**src/rtl/memory_branch.sv**
```systemverilog
`default_nettype none
// +--------------------------------------------------------------------------+
// | memory_branch : MB stage - data bus load/store, branch resolve, WB regs  |
// | Optional feature macro: MB_MISALIGN_TRAP_EN (trap misaligned accesses)   |
// | Revision: 1.0  initial release                                           |
// +--------------------------------------------------------------------------+
module memory_branch #(
  parameter int BUS_TIMEOUT = 16
) (
  input  logic        clk,
  input  logic        rst,
  input  logic [31:0] ex_mb__alu_y,
  input  logic        ex_mb__alu_zero,
  input  logic [31:0] ex_mb__pc,
  input  logic [31:0] ex_mb__pc_4,
  input  logic [31:0] ex_mb__rs2_rdata,
  input  logic [31:0] ex_mb__br_target,
  input  logic [1:0]  ex_mb__br_op,
  input  logic [3:0]  ex_mb__mem_op,
  input  logic [1:0]  ex_mb__rd_src,
  input  logic [4:0]  ex_mb__rd_addr,
  input  logic        ex_mb__rd_wen,
  output logic        dmem_req,
  output logic        dmem_we,
  output logic [31:0] dmem_addr,
  output logic [31:0] dmem_wdata,
  output logic [3:0]  dmem_be,
  input  logic        dmem_ack,
  input  logic [31:0] dmem_rdata,
  output logic        stall,
  output logic        pipe_flush,
  output logic [31:0] pc_target,
  output logic        bus_err,
  output logic [31:0] mb_wb__rd_wdata,
  output logic [4:0]  mb_wb__rd_addr,
  output logic        mb_wb__rd_wen
);

  localparam int CW = (BUS_TIMEOUT > 1) ? $clog2(BUS_TIMEOUT) : 1;
  localparam logic [CW-1:0] C_COUNT_LAST = CW'(BUS_TIMEOUT - 1);
  localparam logic [31:0]   C_BUBBLE_PC  = 32'hffff_ffff;

  localparam logic [3:0] C_LB  = 4'd1;
  localparam logic [3:0] C_LH  = 4'd2;
  localparam logic [3:0] C_LW  = 4'd3;
  localparam logic [3:0] C_LBU = 4'd4;
  localparam logic [3:0] C_LHU = 4'd5;
  localparam logic [3:0] C_SB  = 4'd6;
  localparam logic [3:0] C_SH  = 4'd7;
  localparam logic [3:0] C_SW  = 4'd8;

  typedef enum logic [0:0] {
    S_IDLE = 1'b0,
    S_BUSY = 1'b1
  } state_t;

  state_t          r_state;
  state_t          w_state_next;
  logic [CW-1:0]   r_count;
  logic [3:0]      r_mem_op;
  logic [1:0]      r_off;

  logic            w_valid;
  logic            w_is_load;
  logic            w_is_store;
  logic            w_is_mem;
  logic            w_misaligned;
  logic            w_taken;
  logic [1:0]      w_off;
  logic [3:0]      w_be;
  logic [31:0]     w_wdata;
  logic [7:0]      w_byte;
  logic [15:0]     w_half;
  logic [31:0]     w_load_data;
  logic [31:0]     w_src_data;
  logic            w_last;

  assign w_valid    = (ex_mb__pc != C_BUBBLE_PC);
  assign w_is_load  = (ex_mb__mem_op >= C_LB) && (ex_mb__mem_op <= C_LHU);
  assign w_is_store = (ex_mb__mem_op >= C_SB) && (ex_mb__mem_op <= C_SW);
  assign w_is_mem   = w_is_load || w_is_store;
  assign w_last     = (r_count == C_COUNT_LAST);
  assign pc_target  = ex_mb__br_target;

`ifdef MB_MISALIGN_TRAP_EN
  always_comb begin
    w_misaligned = 1'b0;
    case (ex_mb__mem_op)
      C_LH, C_LHU, C_SH: w_misaligned = ex_mb__alu_y[0];
      C_LW, C_SW:        w_misaligned = |ex_mb__alu_y[1:0];
      default:           w_misaligned = 1'b0;
    endcase
  end
`else
  assign w_misaligned = 1'b0;
`endif

  // Lane offset is forced to natural alignment; with the trap enabled a
  // misaligned access never issues, so the same offset logic serves both builds.
  always_comb begin
    w_off   = 2'b00;
    w_be    = 4'b0000;
    w_wdata = ex_mb__rs2_rdata;
    case (ex_mb__mem_op)
      C_LB, C_LBU, C_SB: begin
        w_off   = ex_mb__alu_y[1:0];
        w_be    = 4'b0001 << ex_mb__alu_y[1:0];
        w_wdata = {4{ex_mb__rs2_rdata[7:0]}};
      end
      C_LH, C_LHU, C_SH: begin
        w_off   = {ex_mb__alu_y[1], 1'b0};
        w_be    = ex_mb__alu_y[1] ? 4'b1100 : 4'b0011;
        w_wdata = {2{ex_mb__rs2_rdata[15:0]}};
      end
      C_LW, C_SW: w_be = 4'b1111;
      default: ;
    endcase
  end

  always_comb begin
    w_taken = 1'b0;
    case (ex_mb__br_op)
      2'd1:    w_taken = ex_mb__alu_zero;
      2'd2:    w_taken = ~ex_mb__alu_zero;
      2'd3:    w_taken = 1'b1;
      default: w_taken = 1'b0;
    endcase
  end

  always_comb begin
    w_byte = dmem_rdata[7:0];
    case (r_off)
      2'd1:    w_byte = dmem_rdata[15:8];
      2'd2:    w_byte = dmem_rdata[23:16];
      2'd3:    w_byte = dmem_rdata[31:24];
      default: w_byte = dmem_rdata[7:0];
    endcase
    w_half = r_off[1] ? dmem_rdata[31:16] : dmem_rdata[15:0];
    case (r_mem_op)
      C_LB:    w_load_data = {{24{w_byte[7]}}, w_byte};
      C_LBU:   w_load_data = {24'd0, w_byte};
      C_LH:    w_load_data = {{16{w_half[15]}}, w_half};
      C_LHU:   w_load_data = {16'd0, w_half};
      default: w_load_data = dmem_rdata;
    endcase
  end

  always_comb begin
    case (ex_mb__rd_src)
      2'd1:    w_src_data = w_load_data;
      2'd2:    w_src_data = ex_mb__pc_4;
      default: w_src_data = ex_mb__alu_y;
    endcase
  end

  always_comb begin
    w_state_next = r_state;
    stall        = 1'b0;
    pipe_flush   = 1'b0;
    case (r_state)
      S_IDLE: begin
        if (w_valid) begin
          if (w_is_mem && !w_misaligned) begin
            stall        = 1'b1;
            w_state_next = S_BUSY;
          end else if (!w_is_mem) begin
            pipe_flush = w_taken;
          end
        end
      end
      S_BUSY: begin
        if (dmem_ack || w_last) begin
          w_state_next = S_IDLE;
        end else begin
          stall = 1'b1;
        end
      end
      default: w_state_next = S_IDLE;
    endcase
  end

  // ex_mb__* is held by the stall, so writeback fields are taken straight
  // from the inputs in the ack cycle.
  always_ff @(posedge clk or posedge rst) begin
    if (rst) begin
      r_state         <= S_IDLE;
      r_count         <= '0;
      r_mem_op        <= 4'd0;
      r_off           <= 2'd0;
      dmem_req        <= 1'b0;
      dmem_we         <= 1'b0;
      dmem_addr       <= 32'd0;
      dmem_wdata      <= 32'd0;
      dmem_be         <= 4'd0;
      bus_err         <= 1'b0;
      mb_wb__rd_wdata <= 32'd0;
      mb_wb__rd_addr  <= 5'd0;
      mb_wb__rd_wen   <= 1'b0;
    end else begin
      r_state <= w_state_next;
      bus_err <= 1'b0;
      case (r_state)
        S_IDLE: begin
          r_count <= '0;
          if (!w_valid) begin
            mb_wb__rd_wen <= 1'b0;
          end else if (w_is_mem) begin
            mb_wb__rd_wen <= 1'b0;
            if (w_misaligned) begin
              bus_err <= 1'b1;
            end else begin
              dmem_req   <= 1'b1;
              dmem_we    <= w_is_store;
              dmem_addr  <= {ex_mb__alu_y[31:2], 2'b00};
              dmem_wdata <= w_wdata;
              dmem_be    <= w_be;
              r_mem_op   <= ex_mb__mem_op;
              r_off      <= w_off;
            end
          end else begin
            mb_wb__rd_wdata <= w_src_data;
            mb_wb__rd_addr  <= ex_mb__rd_addr;
            mb_wb__rd_wen   <= ex_mb__rd_wen && (ex_mb__rd_addr != 5'd0);
          end
        end
        S_BUSY: begin
          if (dmem_ack) begin
            dmem_req        <= 1'b0;
            mb_wb__rd_wdata <= w_src_data;
            mb_wb__rd_addr  <= ex_mb__rd_addr;
            mb_wb__rd_wen   <= ex_mb__rd_wen && (ex_mb__rd_addr != 5'd0) && !dmem_we;
          end else if (w_last) begin
            dmem_req      <= 1'b0;
            bus_err       <= 1'b1;
            mb_wb__rd_wen <= 1'b0;
          end else begin
            r_count       <= r_count + CW'(1);
            mb_wb__rd_wen <= 1'b0;
          end
        end
        default: ;
      endcase
    end
  end

endmodule
`default_nettype wire
```
**config.mk**
```make
export PLATFORM = sky130hd
export DESIGN_NAME = memory_branch
export DESIGN_NICKNAME = d
export VERILOG_FILES = /design/src/rtl/memory_branch.sv
export SDC_FILE = /design/constraint.sdc
export NUM_CORES = 1
export LEC_CHECK = 0
export CAP_MARGIN = 0
export CORE_ASPECT_RATIO = 0.75
export CORE_MARGIN = 8
export CORE_UTILIZATION = 35
export DETAILED_ROUTE_END_ITERATION = 10
export DONT_BUFFER_PORTS = 1
export SLEW_MARGIN = 15
export SYNTH_ARGS = -nofsm -noshare
export SYNTH_HDL_FRONTEND = slang
export SYNTH_SLANG_ARGS = --single-unit
```
**constraint.sdc**
```tcl
create_clock -name clk -period 9.71 [get_ports clk]
set_input_delay 1.942 -clock clk [delete_from_list [all_inputs] [get_ports clk]]
set_output_delay 1.942 -clock clk [all_outputs]
set_load 0.05 [all_outputs]
```
# ---- Word-level counts from Yosys, hierarchy flattened
# Cells that the tools add are included.
# Widths: inputs -> output; s select.
dict set report word_totals {
  register_bits 118
  out_inout_bits 143
  elab_cells 104
  inputBits 210
}
dict set report classes {
  add_sub_neg 1
  eq_ne 29
  bitwise_logic 2
  magnitude_cmp 4
  shift 1
  mux 39
  n_reduce_logical 15
}
# op count
set ops {}
lappend ops {{$pmux 32 s2} 3}
lappend ops {{$pmux 32 s4} 1}
lappend ops {{$mux 32} 3}
lappend ops {{$ne 32x32->1 const B} 1}
lappend ops {{$eq 4x3->1 const B} 6}
lappend ops {{$pmux 8 s3} 1}
lappend ops {{$mux 16} 1}
lappend ops {{$mux 1} 15}
lappend ops {{$mux 5} 3}
lappend ops {{$eq 4x2->1 const B} 3}
lappend ops {{$mux 4} 3}
lappend ops {{$ne 2x2->1 const B} 6}
lappend ops {{$pmux 4 s3} 1}
lappend ops {{$eq 2x2->1 const B} 5}
lappend ops {{$pmux 5 s2} 1}
lappend ops {{$reduce_and 3->1} 3}
lappend ops {{$eq 4x1->1 const B} 2}
lappend ops {{$eq 4x4->1 const B} 2}
lappend ops {{$pmux 1 s2} 4}
lappend ops {{$pmux 4 s2} 1}
lappend ops {{$eq 2x1->1 const B} 3}
lappend ops {{$reduce_or 3->1} 2}
lappend ops {{$reduce_bool 5->1} 1}
lappend ops {{$add 4x1->4 const B} 1}
lappend ops {{other kinds (14)} 19}

# ---- Longest topological paths before layout
dict set report depth {
  depth_word 7
  depth_mapped 9
}

# ---- Worst setup path after synthesis
# OpenSTA, ideal clock, no wires.
dict set report synth_path {
  kind {input port to output port}
  start {input ex_mb__mem_op[2]}
  end {output stall}
  arrival_ns 3.609
  path_buffers 3
  t_required_ns 7.768
  cell_stages 7
  slack_ns 4.159
  path_cell_list {buf_2 > nor3_2 > xnor2_1 > a211oi_2 > buf_2 > buf_2 > a21o_1}
}
dict set report synth_via {
  elab_chain_len 6
  word_cells_on_any_way 10
  cone_classes {4 x order compare; 3 x mux; 3 x reduce/logical}
}
# item line_no
set synth_rtl {}
lappend synth_rtl {{from (decl)} 19} ;# input logic [3:0] ex_mb__mem_op,
lappend synth_rtl {{$ge 4x1->1, or another cell as far along} 79} ;# assign w_is_load = (ex_mb__mem_op >= C_LB) && (ex_mb__mem_op <= C_LHU);
lappend synth_rtl {{$logic_and 1x1->1, on equally long branches} {79, 80}}
lappend synth_rtl {{$logic_or 1x1->1 *} 81} ;# assign w_is_mem = w_is_load || w_is_store;
lappend synth_rtl {{$mux 1 *} 163} ;# if (w_is_mem && !w_misaligned) begin
lappend synth_rtl {{$mux 1 *} 162} ;# if (w_valid) begin
lappend synth_rtl {{$pmux 1 s2 *} 160} ;# case (r_state)
lappend synth_rtl {{to (decl)} 30} ;# output logic stall,
# Mark *: on every way between the ends. The rest lies on a longest branch, timed or not.

# ---- Worst setup path after layout
dict set report layout_path {
  start {input ex_mb__pc[15]}
  end {output pipe_flush}
}
dict set report layout_via {
  elab_chain_len 3
}
# item line_no
set layout_rtl {}
lappend layout_rtl {{from (decl)} 14} ;# input logic [31:0] ex_mb__pc,
lappend layout_rtl {{$ne 32x32->1} 78} ;# assign w_valid = (ex_mb__pc != C_BUBBLE_PC);
lappend layout_rtl {{$mux 1} 162}
lappend layout_rtl {{$mux 1} 160}
lappend layout_rtl {{to (decl)} 31} ;# output logic pipe_flush,
# No other way between the ends.

==> results.md <==
* Reg clk slew, reported paths at 50 ps
* First-pass GRT wire length at ~33000 µm
* Crit path DAT at 3670 ps
* P_sw at 1.170 mW
* Final-report hold violation count at 0
* EDFF count, synth at 0
* Vias in the first global route at a little over 5000
* Root buf cell: clkbuf_16
* Yosys top cell by area: dfrtp_1
* H-tree depth at 4
* Maximum clock rate at between 150 and 200 MHz
* Longest Clk Path Bufs at 2
* Mux cell area share after synthesis at 15.73%
* Pwr per Cell Area at 339.7 mW/mm²
* TritonCTS clock tree: built
* Post-Synth Adder-Cell Area at less than 1%
* Cts repair resizes at 0
* Most numerous cell in the Yosys netlist: dfrtp_1
* Setup crit end kind: primary output
* VDD IR max at 0.1269 mV
* Post-Synth Simple-Gate Area at 7.929%
* Rows at 43
* Pint at 1.251 mW
* Min Hold Slack at 582.4 ps
* Layout filler cell count at 1788
* Most frequent cells after synthesis: 118 x dfrtp_1, 61 x a21oi_1, 51 x nor2_1
* Layout cell share with drive strength beyond 1 at 14.82%
* Cts hold-fix bufs at 0
* Critical path peak fanout at 3
* Clock latency on the worst-skew pair at 410 ps
* Synth-to-layout area growth at 7.570%
* Slew HR at 25.78%
* Cells after DPL at 803
* Initial core utilization at 35.81%
* Initial DRC Count at 370
* Main synth FF type: dfrtp_1
* Die width at 174.9 µm
* Post-route antenna net violation count at 0
* Yosys reg bits at 118
* Post-synthesis cell area at between 0.006 and 0.007 mm²
* Combinational family with the most area after synthesis: compound AO/OA/AOI/OAI gates
* Die span in y at between 100 and 150 µm
* RD Place Congestion at 0.8185
* Setup TNS Final at 0 ps
* Core Box Area at 0.01851 mm²
* Largest cells by area after synthesis: dfrtp_1 45%, mux2_2 6.6%, mux2i_1 4.7%
* Hold Crit Class: reg2reg
* Initial antenna violation count at 0
* Status: finished clean
* Final WL at 22990 µm
* Worst Skew at around 8.7 ps
* Syn Area/Cell at between 10 and 15 µm²
* IO Pins at 353
* Crit Path Class: in2out
* Via count at 5140
* Clk network pwr share at 27.0%
* FF-to-FF path depth at 5
* Slew Limit Fails at 0
* Xor/xnor share of the synthesized area at 0.6608%
* Final #Nets at ~800
* Largest net degree at the start of global routing at 82
* RSZ-0062 raised after global routing: false
* Sequential area share after synthesis at 44.55%
* Fin crit share at 57.77%
* PortBufs at 0
* Worst setup SP type: input pin
* Critical Path RT at 7770 ps
* Die ar. at 0.02364 mm²
* Tightest Pin Transition at 1111 ps
* Grt total ovfl at 0
* Vias per inst at between 6 and 7
* Synth top area share at 44.55%
* Core Util, Final at 38.52%
* Final Setup Violations at 0
* Number of buffers created by CTS at 17
* Fraction of registers with async set/reset at 100.0%
* Seq pwr share at 54.9%
* Synth Instances at ~640
* Compound-gate portion of the synthesized area at 22.20%
* GRT Overall Usage at 18.32%
* Postcts setup bufs at 0
* Combinational share of power at 18.1%
* Switching share of power at 48.32%
* Max-cap viol count at 0
* Drt first pass iters at 5
* Minimum clock period at 5609 ps
* Final std cells w/o fill at 835
* LEAKAGE at around 2.8 nW
* Clk sinks at 118
* Average wire per standard cell at 27.54 µm
* Synth Warn # at 0
* Cell variety after synth at 59
* WHS Path Cells at 2
* Total power at 2.422 mW
* Number of remaining DRC errors at 0
* Detailed placement HPWL at 17260 µm
flip-flops by register name, indices dropped and copies added (netlist names):
signal and cells:
r_mem_op 4, dmem_addr 30, r_count 4, dmem_be 4, mb_wb__rd_wen 1, dmem_wdata 32
dmem_req 1, mb_wb__rd_wdata 32, bus_err 1, r_off 2, mb_wb__rd_addr 5, dmem_we 1
r_state 1
through the flow:
stage / area (µm²) / setup WS [ps]
CTS: 7119 / 4112
finish: 7129 / 4101
global route: 7127 / 4055
floorplan: 6631 / 4159
global placement: 6519 / 4236
detailed placement: 6519 / 4126
final timing paths:
kind	startpoint	endpoint	slack, ps
worst min-delay path	r_count[1]	r_count[1]	580
worst max register to register	r_off[1]	mb_wb__rd_wdata[19]	6500
worst max-delay path	ex_mb__pc[15]	pipe_flush	4100
max in group asynchronous	rst	mb_wb__rd_wdata[12]	6830
worst min register to register	r_count[1]	r_count[1]	580
min in group asynchronous	rst	dmem_addr[16]	1470
cells in the final DEF (no fill, tap or decap), drive strengths merged, types with 11 or more instances in the layout:
master / synthesis / layout
a21oi: 62 / 62
o2bb2ai: 23 / 23
nor2: 52 / 52
clkbuf: 30 / 24
nand2: 12 / 12
mux2: 63 / 63
o22ai: 24 / 24
mux2i: 31 / 31
o21ai: 11 / 11
a31oi: 13 / 13
dfrtp: 118 / 118
o221ai: 14 / 14
a22oi: 15 / 15
inv: 11 / 11
o21a: 17 / 17
cell type report:
cell class	count	area [µm²]	share of cell area, %
repair buffers	7	52.55	0.7371
diodes	1	2.502	0.03510
multi-input cells	420	3168	44.44
clock buffers	24	481.7	6.757
clock inverters	7	118.9	1.667
flip-flops and latches	118	2953	41.42
inverters	11	43.79	0.6143
well taps	247	309.0	4.335
routing by layer:
metal,GRT usage (%),routed length [µm]
met1,22.45,9553
met2,28.91,10730
met3,7.688,2365
met4,5.871,340
met5,0,0
power by group through the flow:
| stage | clock network (mW) | registers [mW] | logic, mW |
|---|---|---|---|
| after floorplan | 0 | 1.26 | 0.418 |
| after global placement | 0 | 1.34 | 0.423 |
| after detailed placement | 0 | 1.34 | 0.441 |
| after CTS | 0.669 | 1.34 | 0.442 |
| after global routing | 0.687 | 1.35 | 0.483 |
| final | 0.654 | 1.33 | 0.439 |
logic make-up (layout without fill, tap and decap cells):
family                   count (synthesis)  after routing
buffers and inverters                  100             49
XOR/XNOR                                 5              5
other                                    1              3
multiplexers                            95             95
adder cells (fa/ha/maj)                  3              3
flip-flops                             118            118
AND/OR/NAND/NOR                        103            103
AO/OA/AOI/OAI                          212            212
critical path: stages:
cell,delay [ps]
nand4_1,80
nor4_1,900
a21oi_1,290
and3_1,440
Note: power is estimated with default switching activity, not from simulation.
